--- config.mk ---
export PLATFORM = sky130hd
export DESIGN_NAME = sw_debounce
export DESIGN_NICKNAME = d
export VERILOG_FILES = /design/src/rtl/sw_debounce.sv
export SDC_FILE = /design/constraint.sdc
export NUM_CORES = 1
export LEC_CHECK = 0
export BUFFER_PORTS_ARGS = -buffer_cell sky130_fd_sc_hd__buf_2
export CAP_MARGIN = 20
export CORE_MARGIN = 2
export CORE_UTILIZATION = 55
export DETAILED_ROUTE_END_ITERATION = 12
export PLACE_DENSITY = 0.75
export SYNTH_ARGS = -nofsm -noshare
export SYNTH_HDL_FRONTEND = slang
export SYNTH_SLANG_ARGS = --single-unit
--- constraint.sdc ---
create_clock -name clk -period 1.8 [get_ports clk]
set_input_delay 0.09 -clock clk [delete_from_list [all_inputs] [get_ports clk]]
set_output_delay 0.09 -clock clk [all_outputs]
set_load 0.01 [all_outputs]
--- src/rtl/sw_debounce.sv ---
// Switch conditioning: two-flop synchronizer, per-bit stability counter,
// debounced levels and registered one-cycle rise/fall/changed pulses.
module sw_debounce #(
    parameter int N       = 10,
    parameter int CNT_MAX = 500000
) (
    input  logic         clk,
    input  logic         rst,
    input  logic [N-1:0] sw_raw,
    output logic [N-1:0] sw_clean,
    output logic [N-1:0] sw_rise,
    output logic [N-1:0] sw_fall,
    output logic         changed
);

    localparam int CW = $clog2(CNT_MAX + 1);
    localparam logic [CW-1:0] LAST = CW'(CNT_MAX - 1);

    logic [N-1:0]  sync1_q, sync1_d;
    logic [N-1:0]  sync2_q, sync2_d;
    logic [N-1:0]  clean_q, clean_d;
    logic [N-1:0]  rise_q, rise_d;
    logic [N-1:0]  fall_q, fall_d;
    logic          changed_q, changed_d;
    logic [CW-1:0] cnt_q [N];
    logic [CW-1:0] cnt_d [N];

    // A bit is pending whenever the synchronized level disagrees with the
    // accepted level; any agreement (a bounce) drops the count back to zero.
    always_comb begin
        sync1_d = sw_raw;
        sync2_d = sync1_q;
        clean_d = clean_q;
        rise_d  = '0;
        fall_d  = '0;
        for (int i = 0; i < N; i++) begin
            cnt_d[i] = '0;
            if (sync2_q[i] != clean_q[i]) begin
                if (cnt_q[i] == LAST) begin
                    clean_d[i] = sync2_q[i];
                    rise_d[i]  = sync2_q[i];
                    fall_d[i]  = ~sync2_q[i];
                end else begin
                    cnt_d[i] = cnt_q[i] + CW'(1);
                end
            end
        end
        changed_d = |(rise_d | fall_d);
    end

    always_ff @(posedge clk) begin
        if (rst) begin
            sync1_q   <= '0;
            sync2_q   <= '0;
            clean_q   <= '0;
            rise_q    <= '0;
            fall_q    <= '0;
            changed_q <= 1'b0;
            for (int i = 0; i < N; i++) begin
                cnt_q[i] <= '0;
            end
        end else begin
            sync1_q   <= sync1_d;
            sync2_q   <= sync2_d;
            clean_q   <= clean_d;
            rise_q    <= rise_d;
            fall_q    <= fall_d;
            changed_q <= changed_d;
            for (int i = 0; i < N; i++) begin
                cnt_q[i] <= cnt_d[i];
            end
        end
    end

    assign sw_clean = clean_q;
    assign sw_rise  = rise_q;
    assign sw_fall  = fall_q;
    assign changed  = changed_q;

endmodule

* Word level (Yosys, flattened, before mapping) *
Memory sizes are Yosys's and may differ from the RTL's.
Index checks and enable logic that the tools add are counted.

word-level totals
  register bits after elaboration = 51
  RAM bits = 190
  logic and storage cells = 151
  memories = 1

operators by class
  add/subtract/negate cells = 10
  equality and inequality tests = 20
  multiplexer cells = 73
  bitwise gates (word level) = 21
  reductions and logical operators = 11

memory list
  name   depth  width  rd ports  clocked after memory_dff  wr ports  line  source
  cnt_q  10     19     10        0                         10        25    logic [CW-1:0] cnt_q [N];

operator list
  kind                                           count
  2-to-1 mux 19 bit                              30
  adder 19 x 1 -> 19 bit, second input constant  10
  equality test 19 bit, second input constant    10
  2-to-1 mux 1 bit                               43
  AND reduction 2 bit                            10
  inequality test 1 bit                          10
  inverter 1 bit                                 10
  OR 1 bit                                       10
  OR 10 bit                                      1
  OR reduction 10 bit                            1

* Depth between registers and ports, before layout *
  depth in word-level cells = 5
  gate-level depth with buffers = 9
  mapped depth without buffers = 6

* Worst setup path after synthesis *
No wires, ideal clock.

  kind = register to register
  from = memory cnt_q[2][0] (netlist bit)
  to = memory cnt_q[2][10] (netlist bit)
  arrival = 1.876 ns
  required time = 1.672 ns
  path slack = -0.203 ns
  stages on the path, launching flop included = 9
  path buffers = 2
  period minus slack after synthesis = 2.003 ns
  cell sequence = dfxtp_1 -> ha_1 -> nand4_1 -> nand4b_1 -> or2_2 -> clkbuf_1 -> nand2_1 -> clkbuf_1 -> nor2_1

RTL lines
  what             line
  start, declared  25

==> impl_metrics.py <==
metrics = {
    "worst_setup_path": {
        "arrival_ps": 2460,
        "cp_max_fo": 4,
        "endpoint_kind": "register",
        "crit_chain": "or4bb_1 -> or4_4 -> or3_4 -> nor3b_2",
        "r2r_cells": 4,
        "slowest_stage": "or4_4",
        "required_ps": 2240,
        "startpoint_type": "register",
        "cp-startpoint": "cnt_q[8][5]$_SDFF_PP0_",
        "setup.worst_path.class": "reg -> reg",
        "cp_slowest_stage_delay_ps": 570,
        "reg2reg_from": "cnt_q[8][5]$_SDFF_PP0_",
    },
    "floorplanning": {
        "dieWidth_um": 138,
        "dieArea_mm2": 0.0190,
        "core_area_mm2": 0.0174,
        "rows": 48,
        "die_y_um": 138,
        "start_util": 0.565,
        "num_io_pins": 43,
    },
    "clocking": {
        "clkSinkCount": 241,
        "clk_latency_ps": 520,
        "cts_buffers": 25,
        "clockBufferDepth": 3,
        "cts_tree": "yes",
        "clkTransAtPathRegs_ps": 60,
        "ctsHtreeMaxLevel": 1,
        "cts_root_buf": "clkbuf_16",
    },
    "global_route": {
        "overflow": 0,
        "grt_max_degree": 25,
        "antenna_found_initial": 0,
        "grt_usage": 0.207,
        "grt_pass1_vias": 7377,
        "grt_pass1_wl_um": 32600,
    },
    "sta": {
        "hold_viol_final": 0,
        "hold-worst-slack_ps": 316,
        "finClkSkew_ps": 8.44,
        "slew_violations": 0,
        "rsz0062_at_grt": "yes",
        "setup_viol": 23,
        "fin_crit_ps": 2020,
        "finalSetupTns_ps": -3380,
        "fin_crit_sh": 1.12,
        "tightest_slew_ps": 634,
        "slew_headroom": 0.574,
        "fmax_mhz": 496,
        "layout_setup_ws_ps": -216,
    },
    "final_layout": {
        "drive_gt1_frac": 0.167,
        "nNetsFinal": 1247,
        "area_growth_pct": 23.5,
        "diodes": 0,
        "final_common_cell": "nor2_1",
        "final_cell_mix": "nor2_1 (247), dfxtp_1 (238), xnor2_1 (99)",
        "postLayoutCellArea_mm2": 0.0121,
    },
    "synth": {
        "avgSynthCellArea_um2": 9.00,
        "netlist_area_mm2": 0.00984,
        "synthTopCellsByArea": "dfxtp_1 (49%), nor2_1 (9.4%), xnor2_1 (8.8%)",
        "yosys.area.top_type_share": 0.490,
        "synth_ff_type": "dfxtp_1",
        "syn-instance-count": 1093,
        "synth.distinct_cells": 41,
        "synth_nets": 1115,
        "async_flop_share": 0,
        "yosys.area.top_type": "dfxtp_1",
        "synth-warning-count": 0,
        "ys_seq_area_frac": 0.490,
        "synth_seq_cells": 241,
        "synth-edff-count": 0,
    },
    "power": {
        "powerDensity_mw_per_mm2": 943,
        "power_uw": 11400,
        "vdd_drop_max_mv": 0.978,
        "p_leak_uw": 0.00423,
        "power.share.switching": 0.190,
        "intPower_uw": 9280,
        "pwr-share-clk": 0.515,
        "p_sw_uw": 2170,
        "combPwrFrac": 0.015,
        "seq_power_share": 0.470,
    },
    "place": {
        "dp_hpwl_um": 12800,
        "dp_slack_ps": -199,
        "gp_congestion": 0.823,
        "portBuffers": 42,
        "placed_cell_area_mm2": 0.0109,
    },
    "min_path": {
        "min_from": "sw_raw[1]",
        "hold_path_depth": 3,
        "hold_class": "in -> reg",
    },
    "route": {
        "vias": 7744,
        "drtPass1Iterations": 5,
        "drcViolationCount": 0,
        "antenna_violating_nets_post_route": 0,
        "drtIter0Drc": 333,
        "drt-total-wl_um": 19400,
        "via_per_inst": 5.28,
        "wl_per_cell_um": 13.2,
    },
    "run_status": {
        "violations": "negative setup slack",
        "status": "finished with violations",
    },
    "job": {
        "max_cap_violations": 0,
    },
}
[cell type report]
type / count / area, um^2
fillers: 1310 / 5270
multi-input cells: 806 / 4980
flip-flops and latches: 241 / 4830
repair buffers: 133 / 1030
clock buffers: 35 / 733
well taps: 225 / 282
clock inverters: 10 / 228
inverters: 18 / 67.6
[routing by layer]
layer  GRT usage  up-vias  share of wire
li1            -     3938              -
met1       0.264     3632           0.46
met2       0.364      134           0.48
met3      0.0327       40          0.040
met4      0.0567        0          0.021
met5           0        -              0
[kinds of logic after synthesis]
family | count (synthesis) | synth area share
adders and majority gates | 10 | 0.0127
AOI/OAI and AO/OA | 8 | 0.00483
buffers and inverters | 46 | 0.0189
muxes | 8 | 0.00814
and+or+nand+nor | 601 | 0.306
xor gates and xnor gates | 179 | 0.159
DFF | 241 | 0.490
[worst paths after layout]
path	slack [ps]	to
setup reg to reg	-220	sw_rise[8]$_SDFF_PP0_
setup / recovery	-220	sw_rise[8]$_SDFF_PP0_
hold / removal	320	sync1_q[1]$_SDFF_PP0_
hold reg to reg	430	sync2_q[3]$_SDFF_PP0_
[synth_stat cells, types with 3 or more instances]
cell,n
nor2b_1,20
nor3_1,30
or2_2,9
or3_1,6
nand3_1,64
a21oi_1,3
xor2_1,80
nand4_1,42
dfxtp_1,241
nor4b_1,24
nor4bb_1,4
ha_1,10
xnor2_1,99
nand2_1,73
and3_1,30
clkbuf_1,23
or4_1,4
nor3b_1,4
and4_1,13
mux2i_1,8
nor4_1,17
inv_1,18
nor2_1,247
[metrics by stage]
| stage | std cells | util |
|---|---|---|
| finish | 1468 | 0.697 |
| detailed placement | 1405 | 0.624 |
| CTS | 1465 | 0.689 |
| floorplan | 1093 | - |
| global route | 1468 | 0.697 |
| global placement | 1405 | 0.624 |
[registers in the layout, indices dropped and copies added, names as in the netlist]
signal / cells
sw_rise: 10
sync1_q: 10
sw_fall: 10
sw_clean: 10
changed: 1
cnt_q: 190
sync2_q: 10
[power by group through the flow]
stage	sequential (uW)	combinational [uW]	clock, uW
after floorplan	5490	80.0	0
after global placement	5500	139	0
after detailed placement	5500	140	0
after CTS	5380	167	5980
after global routing	5380	186	6190
final	5380	170	5900
[critical path, delay by kind of cell, from the launching register on]
family	cells	cell delay (ps)
DFF	1	320
and+or+nand+nor	4	1630
[repair_timing]
action,CTS,global route
gates resized for setup,4,26
buffers inserted,0,3
endpoints found under the hold margin,14,0
endpoints found under the setup margin,25,148
pin swaps,1,3
hold buffers,15,0
Note: power is estimated with default switching activity, not from simulation.
